--- config.mk ---
export PLATFORM = sky130hd
export DESIGN_NAME = neo_unit
export DESIGN_NICKNAME = d
export VERILOG_FILES = /design/src/rtl/neo_unit.sv
export SDC_FILE = /design/constraint.sdc
export NUM_CORES = 2
export LEC_CHECK = 0
export CAP_MARGIN = 30
export CORE_MARGIN = 2
export CORE_UTILIZATION = 50
export CTS_CLUSTER_DIAMETER = 200
export DETAILED_ROUTE_END_ITERATION = 6
export HOLD_SLACK_MARGIN = 0.06
export PLACE_DENSITY = 0.66
export SLEW_MARGIN = 20
export SYNTH_ARGS = -nofsm -noshare
export SYNTH_HDL_FRONTEND = slang
export SYNTH_SLANG_ARGS = --single-unit
export TNS_END_PERCENT = 1
--- constraint.sdc ---
create_clock -name clk -period 5.8 [get_ports clk]
set_input_delay 0.58 -clock clk [delete_from_list [all_inputs] [get_ports clk]]
set_output_delay 0.58 -clock clk [all_outputs]
set_load 0.1 [all_outputs]
--- src/rtl/neo_unit.sv ---
// neo_unit: Teager nonlinear energy operator over a 3-sample sliding window.
// psi(n) = x(n)^2 - x(n-1)*x(n+1), evaluated on the centre sample of the window.
//
// Window FSM
//   state | meaning
//   EMPTY | no samples held since reset/flush
//   ONE   | one sample held (w0)
//   TWO   | two samples held (w0, w1)
//   RUN   | full window; every accepted sample yields a result
//
// Pipeline: window shift (edge k) -> products (edge k+1) -> difference (edge k+2).
module neo_unit #(
  parameter int DIN_W  = 16,
  parameter int DOUT_W = 32   // must equal 2*DIN_W
) (
  input  logic                     clk,
  input  logic                     rst,
  input  logic signed [DIN_W-1:0]  din,
  input  logic                     din_valid,
  input  logic                     flush,
  output logic signed [DOUT_W-1:0] dout,
  output logic                     dout_en_n,
  output logic                     primed
);

  typedef enum logic [1:0] {
    EMPTY = 2'd0,
    ONE   = 2'd1,
    TWO   = 2'd2,
    RUN   = 2'd3
  } state_t;

  state_t state;

  logic signed [DIN_W-1:0]  w0, w1, w2;
  logic                     win_valid;

  logic signed [DOUT_W-1:0] w0_ext, w1_ext, w2_ext;
  logic signed [DOUT_W-1:0] prod_sq, prod_x;
  logic                     prod_valid;

  logic signed [DOUT_W:0]   diff;
  logic signed [DOUT_W-1:0] diff_lo;
  logic                     diff_msb_unused;

  logic                     accept;

  assign accept = din_valid && !flush;

  // Sign-extend window taps so the products are formed at full output width.
  assign w0_ext = {{(DOUT_W-DIN_W){w0[DIN_W-1]}}, w0};
  assign w1_ext = {{(DOUT_W-DIN_W){w1[DIN_W-1]}}, w1};
  assign w2_ext = {{(DOUT_W-DIN_W){w2[DIN_W-1]}}, w2};

  // Difference carries one guard bit; the reachable range fits DOUT_W, so the
  // top bit is dropped without saturation.
  assign diff = $signed({prod_sq[DOUT_W-1], prod_sq}) - $signed({prod_x[DOUT_W-1], prod_x});
  assign {diff_msb_unused, diff_lo} = diff;

  // Window shift register and fill-level FSM; flags a result once the window is full.
  always_ff @(posedge clk) begin
    if (rst || flush) begin
      w0        <= '0;
      w1        <= '0;
      w2        <= '0;
      state     <= EMPTY;
      primed    <= 1'b0;
      win_valid <= 1'b0;
    end else if (accept) begin
      w0        <= din;
      w1        <= w0;
      w2        <= w1;
      win_valid <= (state == TWO) || (state == RUN);
      case (state)
        EMPTY: begin
          state  <= ONE;
          primed <= 1'b0;
        end
        ONE: begin
          state  <= TWO;
          primed <= 1'b0;
        end
        TWO, RUN: begin
          state  <= RUN;
          primed <= 1'b1;
        end
        default: begin
          state  <= EMPTY;
          primed <= 1'b0;
        end
      endcase
    end else begin
      win_valid <= 1'b0;
    end
  end

  // Stage 1: square of the centre tap and cross product of the outer taps.
  always_ff @(posedge clk) begin
    if (rst) begin
      prod_sq    <= '0;
      prod_x     <= '0;
      prod_valid <= 1'b0;
    end else if (flush) begin
      prod_valid <= 1'b0;
    end else begin
      prod_valid <= win_valid;
      if (win_valid) begin
        prod_sq <= w1_ext * w1_ext;
        prod_x  <= w0_ext * w2_ext;
      end
    end
  end

  // Stage 2: register the energy and strobe it for one cycle; dout holds otherwise.
  always_ff @(posedge clk) begin
    if (rst) begin
      dout      <= '0;
      dout_en_n <= 1'b1;
    end else if (flush) begin
      dout_en_n <= 1'b1;
    end else begin
      dout_en_n <= !prod_valid;
      if (prod_valid) begin
        dout <= diff_lo;
      end
    end
  end

endmodule

After elaboration in Yosys (flattened, before gate mapping)
Index checks and enable logic that the tools add are counted.
{"block": "totals", "ff_bits": 150, "in_bits": 20, "output_inout_bits": 34, "elab_cells": 33}
{"block": "op_classes", "multipliers": 2, "n_eq_ne": 3, "bitwise_logic": 2, "muxes": 2, "addsub": 1, "n_reduce_logical": 12}
{"op": "$mul A16 B16 Y32", "n": 2}
{"op": "$sub A32 B32 Y32", "n": 1}
{"op": "$reduce_or A2 Y1", "n": 4}
{"op": "$pmux W2 S3", "n": 1}
{"op": "$eq A2 B2 Y1 const B", "n": 2}
{"op": "$reduce_and A2 Y1", "n": 2}
{"op": "$eq A2 B1 Y1 const B", "n": 1}
{"op": "$logic_not A1 Y1", "n": 2}
{"op": "$logic_not A2 Y1", "n": 1}
{"op": "$logic_or A1 B1 Y1", "n": 2}
{"op": "$not A1 Y1", "n": 2}
{"op": "$pmux W1 S2", "n": 1}
{"op": "$logic_and A1 B1 Y1", "n": 1}

Longest topological paths before layout
{"block": "logic_depth", "ltp_word": 4, "mapped_depth": 24, "ltp_nobuf": 24}

Worst setup path before layout
OpenSTA, ideal clock, no wires.
{"block": "synth_timing", "path_kind": "register to register", "startpoint": "register w1[9]", "endpoint": "register prod_sq[29]", "setup_slack_ns": -0.488, "setup_time_ns": 0.062, "t_required_ns": 5.738, "path_buffers": 2, "period_less_slack_ns": 6.288, "arrival_ns": 6.225, "path_stages_with_launch": 23, "path_cell_list": "dfxtp_1 -> clkbuf_1 -> clkbuf_1 -> nand2_1 -> fa_1 -> fa_1 -> fa_1 -> inv_1 -> fa_1 -> fa_1 -> inv_1 -> fa_1 -> inv_1 -> ha_1 -> nand2_1 -> a2111oi_2 -> a211oi_2 -> o311a_4 -> a21oi_2 -> o21a_1 -> a31oi_1 -> or4_1 -> nand3_1"}
{"block": "synth_between", "elab_chain_len": 1}
{"element": "start: declaration", "line": "35", "source": "logic signed [DIN_W-1:0] w0, w1, w2;"}
{"element": "start signal: assignment", "line": "71", "source": "w1 <= w0;"}
{"element": "$mul A16 B16 Y32", "line": "108", "source": "prod_sq <= w1_ext * w1_ext;"}
{"element": "end signal: assignment", "line": "108"}
{"element": "end: declaration", "line": "39", "source": "logic signed [DOUT_W-1:0] prod_sq, prod_x;"}
Every way passes these cells.
A chain may end at the register's enable or synchronous reset.

Worst setup path in the final report
{"block": "layout_timing", "startpoint": "register w1[5]", "endpoint": "register prod_sq[29]"}
The elaborated chain is that of the path after synthesis.

==> out/metrics.cfg <==
[worst_setup_path]
path_max_fanout = 4
arrival_ns = 6.43
critPathCaptureType = flop
crit_required_ns = 6.23
cp-start-kind = flop
worstSetupPathType = reg -> reg

[die]
die_area_um2 = 52300
start_util_pct = 50.5
fp.dieH_um = 229
die_x_um = 229
rows = 82
core_um2 = 50000
pin_count = 54

[sta]
timing.hold.ws_ns = 0.449
final-hold-violation-count = 0
fmax_ghz = 0.167
clock_skew_ns = 0.0184
rsz0062_at_grt = true
finalSetupViolCount = 12
min_period_over_period_pct = 103
finalMaxSlewViolations = 0
worst_pin_slew_ns = 0.987
slew_headroom_pct = 34.0
finalCriticalPeriod_ns = 6.00
setup_ws_ns = -0.198

[pwr]
irDropWorstVdd_mv = 0.213
fin_total_pwr_uw = 2300
pwr_density_cell_nw_per_um2 = 77.4
p_leak_uw = 0.0153

[logic_synthesis]
synth_edf_count = 0
syn_area_per_cell_um2 = 8.87
synth_cell_types = 67
yosysTopAreaCellShare_pct = 39.3
synth_seq_area_share_pct = 11.8
ys_ff_latch = 149
synth_area_leader_cell = fa_1
synthTopCellsByCount = 655 x inv_1, 496 x fa_1, 353 x nand2_1
synth_area_um2 = 25200
synth_most_common_cell = inv_1
synthFlopType = dfxtp_1
synth_cells = 2845
async_flop_share_pct = 0
synth.net_count = 3565
yosys-top-cells-area = fa_1 39%, dfxtp_1 12%, ha_1 10%
yosysWarningCount = 0

[cts]
clk_latency_ns = 0.50
cts_tree = yes
clk_pin_slew_ns = 0.07
cts_max_level = 4
cts_buffers = 17
cts_buffer_depth = 2
root_buffer = clkbuf_16
cts_sinks = 149

[run_status]
status = finished, violations left
violations = setup timing

[layout]
drive_gt1_share_pct = 14.8
antenna_cells = 0
syn_to_final_growth_pct = 17.6
nets = 3838

[drt]
routedWlPerCell_um = 17.5
ant_nets = 0
routed_wl_mm = 66.5
drc = 0
dr.pass1.iters = 7
drt_iter0_markers = 962
vias = 19620
vias_per_cell = 5.16

[run]
maxCapViolations = 0

[grt]
gr-total-overflow = 0
antenna_found_initial = 2
grt.total_usage_pct = 27.0
grt_pass1_vias = 21876
grt_max_degree = 88
grt_first_pass_wirelength_mm = 112

[placement]
routabilityCongestion = 0.907
hpwl_mm = 56.2
port_buffers = 53

[worst_hold_path]
hold_path.class = reg -> reg

==> report_power, final <==
group	switching (µW)	internal, µW	total, µW	leakage, µW
Sequential	12.5	1020	1040	0.00122
Clock	548	571	1120	0.000274
Combinational	81.9	60.3	142	0.0138
Total	643	1660	2300	0.0153
==> layer usage <==
layer	global-route usage (%)	vias to the layer above	routed length, µm
met4	9.33	0	2000
met5	0	-	0
met2	47.5	451	33200
li1	-	9153	-
met1	34.4	9895	28600
met3	3.41	121	2680
==> stage by stage <==
step | worst slack (ns) | std cells | instance area (µm²) | utilization [%] | setup TNS [ns]
after detailed placement | -0.473 | 3768 | 28700 | 57.4 | -7.37
after global placement | -0.374 | 3767 | 28700 | 57.3 | -4.44
final | -0.198 | 3803 | 29700 | 59.4 | -0.601
after floorplan | -0.0625 | 2845 | 25400 | - | -0.240
after global routing | -0.423 | 3803 | 29700 | 59.4 | -6.39
after CTS | -0.221 | 3802 | 29500 | 59.0 | -1.24
==> area by class of cell <==
type / count / area, µm²
fill: 4474 / 20300
multi-input combinational: 1932 / 19800
sequential: 149 / 3060
timing repair buffer: 361 / 2970
inverter: 657 / 2470
tap: 672 / 841
clock buffer: 19 / 443
clock inverter: 13 / 110
==> final timing paths <==
kind,from,endpoint,slack (ns),cells after the start
max,w1[5],prod_sq[29],-0.20,24
max reg2reg,w1[5],prod_sq[29],-0.20,24
min reg2reg,dout[11],dout[11],0.45,2
min,dout[11],dout[11],0.45,2
==> flip-flops by register name, summed over array words and instances, names as in the netlist, 2 cells and up <==
signal,count
dout,32
prod_x,32
w2,16
w0,16
w1,16
prod_sq,31
state,2
==> critical path, cell delays in order (launching register included) <==
cell	delay [ns]
dfxtp_2	0.35
and2_4	0.14
inv_1	0.04
fa_1	0.49
inv_2	0.04
fa_1	0.49
inv_1	0.05
fa_1	0.52
inv_1	0.05
fa_1	0.49
fa_1	0.50
inv_1	0.05
fa_1	0.52
inv_2	0.05
ha_4	0.26
inv_2	0.04
a2111oi_4	0.32
a211oi_2	0.15
o311a_4	0.35
a21oi_4	0.14
o21a_1	0.17
buf_4	0.13
a31oi_1	0.09
or4_1	0.41
nand3_1	0.08
==> placed cells by master (no fill, tap or decap), types with 6 or more instances in the layout <==
cell type and count:
dfxtp_1 114, nor2_1 150, clkbuf_16 17, a21oi_2 13, or3_1 7, and2_1 155
ha_1 198, nand2b_1 12, and3_1 6, xor2_1 26, buf_6 7, nand2_1 348
nand3_1 26, a31oi_1 8, mux2i_1 50, buf_12 9, inv_6 7, ha_4 6
inv_1 651, o21a_1 13, nor3_1 14, xnor2_1 71, a21o_1 32, a211oi_1 14
a21oi_1 114, buf_4 292, o21ai_1 14, dfxtp_4 13, fa_2 8, nand4_1 8
or2_2 6, clkdlybuf4s50_1 51, o21ai_0 33, dfxtp_2 22, o21bai_1 14, fa_1 488
==> cell families (layout without fill, tap and decap cells) <==
group,count (synthesis),count (layout),share of synthesized area [%]
buffers and inverters,764,1050,11.4
and+or+nand+nor,760,760,13.8
adders and majority gates,700,700,49.4
AOI/OAI and AO/OA,320,320,8.11
DFF,149,149,11.8
xor gates and xnor gates,102,102,3.54
muxes,50,50,1.98
==> timing repair <==
action | CTS | global route
pin swaps | 14 | 16
hold buffers | 0 | 0
resized for setup | 82 | 54
setup buffers | 2 | 1
setup endpoints to repair | 35 | 38
Note: power is estimated with default switching activity, not from simulation.
